**src/rtl/debounce_sync_if.sv**
```systemverilog
// Signal bundle between a raw level source (master) and debounce_sync (slave).
// glitch_cnt is present only when DEBOUNCE_GLITCH_CNT_EN is defined.
interface debounce_sync_if;
    logic din;
    logic q;
    logic rise;
    logic fall;
    logic busy;
`ifdef DEBOUNCE_GLITCH_CNT_EN
    logic [7:0] glitch_cnt;

    modport master (output din, input q, rise, fall, busy, glitch_cnt);
    modport slave  (input din, output q, rise, fall, busy, glitch_cnt);
`else
    modport master (output din, input q, rise, fall, busy);
    modport slave  (input din, output q, rise, fall, busy);
`endif
endinterface

```
**src/rtl/debounce_sync.sv**
```systemverilog
// Synchroniser plus stability-qualified debouncer with registered level and edge pulses.
// Define DEBOUNCE_GLITCH_CNT_EN to add the saturating rejected-change counter (glitch_cnt).
module debounce_sync #(
    parameter int SYNC_STAGES   = 2,
    parameter int STABLE_CYCLES = 4
) (
    input  logic           clk,
    input  logic           reset_n,
    debounce_sync_if.slave bus
);
    typedef enum logic [1:0] {STABLE_LO, CHK_HI, STABLE_HI, CHK_LO} state_t;

    localparam logic [7:0] LAST_CNT = 8'(STABLE_CYCLES - 1);
    localparam bit         SINGLE   = (STABLE_CYCLES == 1);

    logic [SYNC_STAGES-1:0] sync_ff;
    logic                   s;
    state_t                 state;
    state_t                 next_state;
    logic [7:0]             cnt;
    logic [7:0]             next_cnt;
    logic                   accept_hi;
    logic                   accept_lo;
    logic                   q_r;
    logic                   rise_r;
    logic                   fall_r;
    logic                   busy_r;

    // NOTE: flops use non-blocking assignments so every register samples pre-edge values.
    always_ff @(posedge clk) begin
        if (!reset_n) sync_ff <= '0;
        else          sync_ff <= {sync_ff[SYNC_STAGES-2:0], bus.din};
    end

    assign s = sync_ff[SYNC_STAGES-1];

    always_ff @(posedge clk) begin
        if (!reset_n) begin
            state  <= STABLE_LO;
            cnt    <= '0;
            q_r    <= 1'b0;
            rise_r <= 1'b0;
            fall_r <= 1'b0;
            busy_r <= 1'b0;
        end else begin
            state  <= next_state;
            cnt    <= next_cnt;
            rise_r <= accept_hi;
            fall_r <= accept_lo;
            busy_r <= (next_state == CHK_HI) || (next_state == CHK_LO);
            if (accept_hi)      q_r <= 1'b1;
            else if (accept_lo) q_r <= 1'b0;
        end
    end

    always_comb begin
        // NOTE: defaults first so every path assigns every output and no latch is inferred.
        next_state = state;
        next_cnt   = cnt;
        case (state)
            STABLE_LO: begin
                if (s) begin
                    if (SINGLE) begin
                        next_state = STABLE_HI;
                    end else begin
                        next_state = CHK_HI;
                        next_cnt   = 8'd1;
                    end
                end
            end
            CHK_HI: begin
                if (!s)                   next_state = STABLE_LO;
                else if (cnt == LAST_CNT) next_state = STABLE_HI;
                else                      next_cnt   = cnt + 8'd1;
            end
            STABLE_HI: begin
                if (!s) begin
                    if (SINGLE) begin
                        next_state = STABLE_LO;
                    end else begin
                        next_state = CHK_LO;
                        next_cnt   = 8'd1;
                    end
                end
            end
            CHK_LO: begin
                if (s)                    next_state = STABLE_HI;
                else if (cnt == LAST_CNT) next_state = STABLE_LO;
                else                      next_cnt   = cnt + 8'd1;
            end
            default: next_state = STABLE_LO;
        endcase
    end

    // Acceptance is a move into the opposite stable state; aborts return to the origin.
    always_comb begin
        accept_hi = (next_state == STABLE_HI) && ((state == STABLE_LO) || (state == CHK_HI));
        accept_lo = (next_state == STABLE_LO) && ((state == STABLE_HI) || (state == CHK_LO));
    end

    assign bus.q    = q_r;
    assign bus.rise = rise_r;
    assign bus.fall = fall_r;
    assign bus.busy = busy_r;

`ifdef DEBOUNCE_GLITCH_CNT_EN
    logic       glitch;
    logic [7:0] glitch_cnt_r;

    always_comb begin
        glitch = ((state == CHK_HI) && (next_state == STABLE_LO)) ||
                 ((state == CHK_LO) && (next_state == STABLE_HI));
    end

    always_ff @(posedge clk) begin
        if (!reset_n)                            glitch_cnt_r <= '0;
        else if (glitch && glitch_cnt_r != 8'hFF) glitch_cnt_r <= glitch_cnt_r + 8'd1;
    end

    assign bus.glitch_cnt = glitch_cnt_r;
`endif
endmodule

```
**src/flat_wrapper.sv**
```systemverilog
// flat-port wrapper written by rule: the top's interface ports become plain ports
module debounce_sync_flat 
#(
    parameter int SYNC_STAGES   = 2,
    parameter int STABLE_CYCLES = 4
)
  (clk, reset_n, bus_din, bus_q, bus_rise, bus_fall, bus_busy);
  debounce_sync_if bus_i ();
  input  logic clk;
  input  logic reset_n;
  input wire logic [$bits(bus_i.din)-1:0] bus_din;
  output wire logic [$bits(bus_i.q)-1:0] bus_q;
  output wire logic [$bits(bus_i.rise)-1:0] bus_rise;
  output wire logic [$bits(bus_i.fall)-1:0] bus_fall;
  output wire logic [$bits(bus_i.busy)-1:0] bus_busy;
  assign bus_i.din = bus_din;
  assign bus_q = bus_i.q;
  assign bus_rise = bus_i.rise;
  assign bus_fall = bus_i.fall;
  assign bus_busy = bus_i.busy;
  debounce_sync #(.SYNC_STAGES(SYNC_STAGES), .STABLE_CYCLES(STABLE_CYCLES)) u_core (.clk(clk), .reset_n(reset_n), .bus(bus_i));
endmodule
```
**config.mk**
```make
export PLATFORM = sky130hd
export DESIGN_NAME = debounce_sync_flat
export DESIGN_NICKNAME = d
export VERILOG_FILES = /design/src/rtl/debounce_sync_if.sv /design/src/rtl/debounce_sync.sv /design/src/flat_wrapper.sv
export SDC_FILE = /design/constraint.sdc
export NUM_CORES = 1
export LEC_CHECK = 0
export CELL_PAD_IN_SITES_DETAIL_PLACEMENT = 1
export CELL_PAD_IN_SITES_GLOBAL_PLACEMENT = 2
export CORE_MARGIN = 5
export CORE_UTILIZATION = 33
export CTS_CLUSTER_DIAMETER = 50
export DETAILED_ROUTE_END_ITERATION = 8
export GPL_TIMING_DRIVEN = 0
export PLACE_DENSITY_LB_ADDON = 0.08
export SLEW_MARGIN = 10
export SYNTH_ARGS = -nofsm -noshare
export SYNTH_HDL_FRONTEND = slang
export SYNTH_SLANG_ARGS = --single-unit
```
**constraint.sdc**
```tcl
create_clock -name clk -period 1.6 [get_ports clk]
set_clock_uncertainty 0.05 [all_clocks]
set_input_delay 0.24 -clock clk [delete_from_list [all_inputs] [get_ports clk]]
set_output_delay 0.24 -clock clk [all_outputs]
set_load 0.01 [all_outputs]
```
* Word level (Yosys, flattened, before mapping)
Cells that the tools add are included.
Widths: inputs -> output; s select.
** Operators by class
- Reduce and logical (&&, ||, !) cells :: 9
- Equal/unequal tests :: 11
- Mux-type cells :: 15
- Add/sub/neg operators :: 1
** Operator list (number)
- $mux 8 :: 5
- $pmux 8 s4 :: 1
- $mux 2 :: 6
- $add 8x1->8 const B :: 1
- $eq 2x2->1 const B :: 4
- $eq 8x2->1 const B :: 1
- $pmux 2 s4 :: 1
- $eq 2x1->1 const B :: 2
- $logic_not 2->1 :: 2
- $ne 2x1->1 const B :: 2
- $ne 2x2->1 const B :: 2
- $reduce_and 4->1 :: 1
- $logic_or 1x1->1 :: 3
- $logic_and 1x1->1 :: 2
- $mux 1 :: 2
- $reduce_bool 2->1 :: 1
** Storage, ports and cells
- Logic and storage cells :: 43
- Output and inout bits :: 4
- Register bits :: 16

* Depth between registers and ports, before layout
Gate-level depths: netlist of the first run.
- Depth in word-level cells :: 8
- Depth in mapped cells :: 4
- Depth with buffers taken out :: 4

* Worst setup path before layout of the first run
OpenSTA, ideal clock, no wires.
- Kind :: reg-to-reg
- Start :: register u_core.cnt[0]
- End :: register u_core.cnt[0]
- Data required time :: 1464 ps
- Slack :: 217 ps
- Cell stages (with the launch flop) :: 5
- Arrival :: 1247 ps
- Path through :: dfxtp_1 > ha_1 > and4bb_2 > a21o_1 > a211oi_1
** On the way
- Word-level cells in the longest chain between the ends :: 4
- Elaborated cells between the ends (all ways) :: 6
- Those cells by class :: add/sub (1); eq/ne (1); mux (4)
** RTL lines
- start, declared :: line debounce_sync.sv:20 : logic [7:0] cnt;
- start signal, assigned :: line debounce_sync.sv:47 : cnt <= next_cnt;
- $add 8x1->8 or $eq 8x2->1 (tied branches)
- $mux 8 * :: line debounce_sync.sv:73, debounce_sync.sv:88
- $mux 8, on equally long branches :: line debounce_sync.sv:87, debounce_sync.sv:72
- $pmux 8 s4 * :: line debounce_sync.sv:60 : case (state)
Mark *: on every way between the ends. The rest lies on a longest branch, timed or not. The select of a mux whose other input is x is not followed.
A chain may end at the register's enable or synchronous reset.

* Worst setup path after layout of the first run
Ends and elaborated chain as after synthesis.

==> results of run 1 <==
logic make-up (layout without fill, tap and decap cells):
| logic type | after synthesis | count (layout) |
|---|---|---|
| AOI/OAI and AO/OA | 20 | 20 |
| xor gates and xnor gates | 1 | 1 |
| adders and majority gates | 1 | 1 |
| buffers and inverters | 5 | 14 |
| DFF | 16 | 16 |
| muxes | 1 | 1 |
| and+or+nand+nor | 29 | 29 |
layer usage:
metal | up-vias | GRT usage (%) | wire length (um)
met3 | 2 | 2.55 | 39
met5 | - | 0 | 0
met2 | 4 | 16.6 | 741
met1 | 278 | 12.7 | 721
met4 | 0 | 5.21 | 10
li1 | 291 | - | -
final timing paths:
| path | cells past startpoint | endpoint | start | slack, ns |
|---|---|---|---|---|
| worst max register to register | 4 | u_core.cnt[0] | u_core.cnt[0] | 0.13 |
| worst min-delay path | 1 | u_core.sync_ff[1] | u_core.sync_ff[0] | 0.39 |
| worst max-delay path | 4 | u_core.cnt[0] | u_core.cnt[0] | 0.13 |
| worst min register to register | 1 | u_core.sync_ff[1] | u_core.sync_ff[0] | 0.39 |
flip-flops by register name, summed over array words and instances (netlist names):
name,cells
u_core.sync_ff,2
u_core.state,2
u_core.bus.q,1
u_core.bus.fall,1
u_core.bus.busy,1
u_core.bus.rise,1
u_core.cnt,8
layout make-up:
type	count	area [um2]
Buffer	2	8.76
Clock buffer	3	22.5
Fill cell	225	1150
Inverter	3	11.3
Multi-Input combinational cell	52	375
Sequential cell	16	322
Tap cell	27	33.8
Timing Repair Buffer	6	60.1
cells in the final DEF (no fill, tap or decap), types with 2 or more instances in the layout:
cell type	synthesis	layout
or3_1	2	2
a211oi_1	2	2
nor2b_1	2	2
nand4_1	2	2
and2_1	3	3
nor2_1	2	2
or4_1	3	3
clkbuf_4	0	3
a21oi_1	6	6
o31ai_1	3	3
o21ai_0	2	2
clkdlybuf4s50_1	0	6
nand3_1	5	5
nand2_1	6	6
inv_1	3	3
o211ai_1	3	3
dfxtp_1	16	15
stage by stage:
stage,TNS (ns),cells,util [%]
2_1_floorplan,0,73,-
3_5_place_dp,-0.148,106,39.5
3_3_place_gp,-0.00846,106,39.5
4_1_cts,0,109,40.6
5_1_grt,0,109,42.0
6_report,0,109,42.0
where the power goes:
part | switching (mW) | internal, mW | total [mW]
registers | 0.00471 | 0.403 | 0.408
logic | 0.0183 | 0.0137 | 0.0321
clock network | 0.120 | 0.0873 | 0.207
total | 0.143 | 0.504 | 0.647
worst max-delay path, stage by stage, from the launching register on:
cell and delay [ns]:
dfxtp_1 0.35, ha_1 0.27, and4bb_4 0.25, a21o_4 0.24
a211oi_1 0.23
==> run summary, run 1 <==
Final setup viols: 0
Num CTS Buffers: 3
layout cells sized above 1: 13.4%
drt pass-1 iters: 4
xor/xnor cell area share of the yosys netlist: 1.27%
Synth top area share: 46.5%
synthesized netlist cell count: 73
Clock Latency Late Sink: 0.28 ns
mux cell area share after synthesis: 1.45%
antenna-violating nets left: 0
Final Max Slew Viols: 0
syn avg cell area: 9.43 um2
Arr. time, crit path: 1.61 ns
Via density: 5.28
Post-Synthesis Cell Area: 688 um2
Detailed Route WL: 1.51 mm
DP Worst Slack: -0.0710 ns
core area: 1980 um2
Remaining DRCs: 0
Ys Warns: 0
post-route cell area: 833 um2
root buf cell: clkbuf_4
GRT Total Usage: 10.3%
Max Clk Rate: 0.681 GHz
RSZ-0062 raised after global routing: no
GRT Residual Overflow: 0
final worst path period need: 1.47 ns
CTS tree: done
Worst Max-Slew Pin Slew: 0.414 ns
most common cell in the netlist: dfxtp_1
Ant. Diodes: 0
power density cells: 776 nW/um2
vias in the first global route: 559
full die area: 3100 um2
post-synthesis sequential area ratio: 46.5%
H-tree levels: 1
WL per Instance: 13.9 um
Tcrit/Tclk final: 91.8%
Port Buffers: 6
worst setup margin: 0.131 ns
initial antenna violation count: 0
startpoint types: flop
outcome: completed
die height: 55.7 um
fin nets: 88
Post-CTS Setup Repair Bufs: 0
violation count after the first detailed-route iteration: 5
Top FF cell, synth: dfxtp_1
Die W: 55.7 um
Hold Fails Final Rpt: 0
Boundary Pins: 7
pin count of the biggest net entering global routing: 11
DP HPWL: 1.08 mm
Worst slew margin: 72.2%
peak fanout along the critical path: 6
synthesized net count: 77
Synth area leaders: dfxtp_1 (47%), a21oi_1 (4.4%), nand3_1 (3.6%), nand2_1 (3.3%), o211ai_1 (3.3%)
largest family of logic cells by synthesized area: simple AND/OR/NAND/NOR gates
post-layout power: 0.647 mW
complex-gate fraction of the synthesized area: 19.8%
clk buf depth: 2
max_cap viols: 0
Area growth, synth to finish: 21.1%
Post-synth top cells: dfxtp_1 (16), a21oi_1 (6), nand2_1 (6), nand3_1 (5)
GPL Wtd Cong: 0.682
library cells used by synthesis: 27
initial core utilization: 34.7%
first-pass GRT wire length: 2.53 mm
post_cts resized: 0
Setup crit end kind: flop
Synth Area in Simple Gates: 26.2%
clock sinks: 16
static leakage: 0.275 nW
Worst Path Required: 1.74 ns
Rows: 16
Synth Area in Adders: 1.82%
Peak VDD IR: 337 uV
DP Area: 782 um2
final hold slack: 0.392 ns
Yosys reg bits: 16
type of the worst setup path: reg2reg
via count: 575
number of synthesized flops with an enable pin: 0
asr flop ratio synth: 0%
Synth area leader: dfxtp_1
Tightest Hold Check Type: reg2reg
clock slew at reported path FFs: 0.08 ns
Hold-fix buffers, CTS: 0
Note: power is estimated with default switching activity, not from simulation.
==> run 2: changes to the inputs <==
--- a/config.mk
+++ b/config.mk
@@ -5,6 +5,7 @@
 export SDC_FILE = /design/constraint.sdc
 export NUM_CORES = 1
 export LEC_CHECK = 0
+export CAP_MARGIN = 0
 export CELL_PAD_IN_SITES_DETAIL_PLACEMENT = 1
 export CELL_PAD_IN_SITES_GLOBAL_PLACEMENT = 2
 export CORE_MARGIN = 5
==> results of run 2 <==
The final DEF is identical to that of run 1; final timing and power are the same.
==> run 3: changes to the inputs <==
--- a/config.mk
+++ b/config.mk
@@ -9,7 +9,7 @@
 export CELL_PAD_IN_SITES_DETAIL_PLACEMENT = 1
 export CELL_PAD_IN_SITES_GLOBAL_PLACEMENT = 2
 export CORE_MARGIN = 5
-export CORE_UTILIZATION = 33
+export CORE_UTILIZATION = 35
 export CTS_CLUSTER_DIAMETER = 50
 export DETAILED_ROUTE_END_ITERATION = 8
 export GPL_TIMING_DRIVEN = 0
==> constraint.sdc (replaced) <==
create_clock -name clk -period 1.7 [get_ports clk]
set_clock_uncertainty 0.05 [all_clocks]
set_input_delay 0.255 -clock clk [delete_from_list [all_inputs] [get_ports clk]]
set_output_delay 0.255 -clock clk [all_outputs]
set_load 0.01 [all_outputs]
==> run summary, run 3 (synthesis results as in run 1) <==
worst setup margin: 0.136 ns (was 0.131 ns)
Fill cells: 242 (was 225)
fin util: 43.0% (was 42.0%)
RSZ-0062 raised after global routing: no (unchanged)
GRT Total Usage: 12.1% (was 10.3%)
Placed Instances: 106 (unchanged)
Hold Fails Final Rpt: 0 (unchanged)
Arr. time, crit path: 1.73 ns (was 1.61 ns)
initial antenna violation count: 0 (unchanged)
via count: 593 (was 575)
drt pass-1 iters: 4 (unchanged)
Worst slew margin: 62.8% (was 72.2%)
max_cap viols: 0 (unchanged)
Peak VDD IR: 508 uV (was 337 uV)
clock sinks: 16 (unchanged)
vias in the first global route: 574 (was 559)
static leakage: 0.274 nW (was 0.275 nW)
Tcrit/Tclk final: 92.0% (was 91.8%)
outcome: completed (unchanged)
DP HPWL: 1.04 mm (was 1.08 mm)
Largest register FFs: 8 (unchanged)
Worst Max-Slew Pin Slew: 0.553 ns (was 0.414 ns)
H-tree levels: 1 (unchanged)
slowest stage delay, CP: 0.39 ns (was 0.35 ns)
Combinational Power Share: 4.4% (was 5.0%)
clock slew at reported path FFs: 0.09 ns (was 0.08 ns)
Ant. Diodes: 0 (unchanged)
Max Clk Rate: 0.639 GHz (was 0.681 GHz)
Area growth, synth to finish: 20.0% (was 21.1%)
power density cells: 797 nW/um2 (was 776 nW/um2)
post-layout power: 0.659 mW (was 0.647 mW)
Die W: 54.3 um (was 55.7 um)
sequential power share: 58.3% (was 63.0%)
Detailed Route WL: 1.43 mm (was 1.51 mm)
first-pass GRT wire length: 2.59 mm (was 2.53 mm)
Remaining DRCs: 0 (unchanged)
Post-CTS Setup Repair Bufs: 0 (unchanged)
antenna-violating nets left: 0 (unchanged)
Pint: 0.522 mW (was 0.504 mW)
pin count of the biggest net entering global routing: 11 (unchanged)
Setup crit end kind: flop (unchanged)
layout cells sized above 1: 12.0% (was 13.4%)
GPL Wtd Cong: 0.696 (was 0.682)
startpoint types: flop (unchanged)
Bufs and invs on worst path: 0 (unchanged)
Final setup viols: 0 (unchanged)
clock power share: 37.3% (was 32.0%)
commonest non-fill, non-tap cells in the layout: dfxtp_1 (16), a21oi_1 (6), nand2_1 (6), clkdlybuf4s50_1 (6), nand3_1 (5) (was dfxtp_1 (15), a21oi_1 (6), nand2_1 (6), clkdlybuf4s50_1 (6), nand3_1 (5))
Clock Latency Late Sink: 0.28 ns (about the same)
die height: 54.3 um (was 55.7 um)
Tightest Hold Check Type: reg2reg (unchanged)
net switching power: 0.137 mW (was 0.143 mW)
type of the worst setup path: reg2reg (unchanged)
Worst Path Required: 1.87 ns (was 1.74 ns)
slowest stage cell, crit path: dfxtp_1 (unchanged)
root buf cell: clkbuf_4 (unchanged)
CP delay by family, top: flip-flops (was compound AO/OA/AOI/OAI gates)
Regs by FF count: u_core.cnt (8), u_core.state (2), u_core.sync_ff (2) (unchanged)
initial core utilization: 35.8% (was 34.7%)
clk buf depth: 2 (unchanged)
Port Buffers: 6 (unchanged)
Num CTS Buffers: 3 (unchanged)
GRT Residual Overflow: 0 (unchanged)
Via density: 5.39 (was 5.28)
Rows: 16 (unchanged)
final worst path period need: 1.56 ns (was 1.47 ns)
CTS tree: done (unchanged)
crit-path cells: ha_1 > and4bb_2 > a21o_1 > mux2i_1 (was ha_1 > and4bb_4 > a21o_4 > a211oi_1)
Boundary Pins: 7 (unchanged)
core area: 1920 um2 (was 1980 um2)
fin nets: 88 (unchanged)
full die area: 2950 um2 (was 3100 um2)
Final Non-Filler Cells: 110 (was 109)
setup total negative slack: 0 ns (unchanged)
violation count after the first detailed-route iteration: 1 (was 5)
Biggest register: u_core.cnt (unchanged)
peak fanout along the critical path: 6 (unchanged)
switch share: 20.8% (was 22.1%)
Final Max Slew Viols: 0 (unchanged)
WL per Instance: 13.0 um (was 13.9 um)
DP Worst Slack: 0.0288 ns (was -0.0710 ns)
commonest non-fill, non-tap cell in the layout: dfxtp_1 (unchanged)
## run 3: changes by cell type in the layout (fill, tap and decap cells not counted)
cell and delta:
and4bb_4 -1, and4bb_2 +1, dfxtp_2 -1, nor4_4 -1, a21o_4 -1, nor4_2 +1, a21o_1 +1, dfxtp_1 +1
clkbuf_8 +1
## run 3: cell type report
cell class                      instances  area [um2]  share of cell area [%]
Buffer                                  2        8.76                    1.06
Tap cell                               27        33.8                    4.09
Timing Repair Buffer                    6        60.1                    7.27
Inverter                                3        11.3                    1.36
Multi-Input combinational cell         52         355                    43.0
Clock buffer                            4        36.3                    4.39
Sequential cell                        16         320                    38.8
## run 3: per-stage QoR
step	cell area, um2	hold slack [ns]
2_1_floorplan	688	0.332
3_3_place_gp	782	0.364
3_5_place_dp	782	0.390
4_1_cts	818	0.414
5_1_grt	826	0.441
6_report	826	0.408
## run 3: power groups by stage
stage | clock [mW] | sequential [mW] | combinational [mW]
after floorplan | 0 | 0.392 | 0.0169
after global placement | 0 | 0.392 | 0.0290
after detailed placement | 0 | 0.392 | 0.0295
after CTS | 0.256 | 0.383 | 0.0295
after global routing | 0.272 | 0.385 | 0.0330
final | 0.246 | 0.384 | 0.0293
## run 3: what timing repair did
action / CTS / global route
hold buffers: 0 / 0
endpoints found under the setup margin: 0 / 1
gates resized for setup: 0 / 1
## run 3: metal layers
layer	vias up	routed length [um]	track usage [%]
met4	0	0	1.24
met2	10	618	19.7
met3	0	56	4.90
met5	-	0	0
met1	288	752	15.3
li1	295	-	-
## run 3: worst paths after layout
| path | from | endpoint | slack, ns | depth (start not counted) |
|---|---|---|---|---|
| setup / recovery | u_core.cnt[0] | u_core.cnt[1] | 0.14 | 4 |
| hold / removal | u_core.sync_ff[0] | u_core.sync_ff[1] | 0.41 | 1 |
| setup reg to reg | u_core.cnt[0] | u_core.cnt[1] | 0.14 | 4 |
| hold reg to reg | u_core.sync_ff[0] | u_core.sync_ff[1] | 0.41 | 1 |
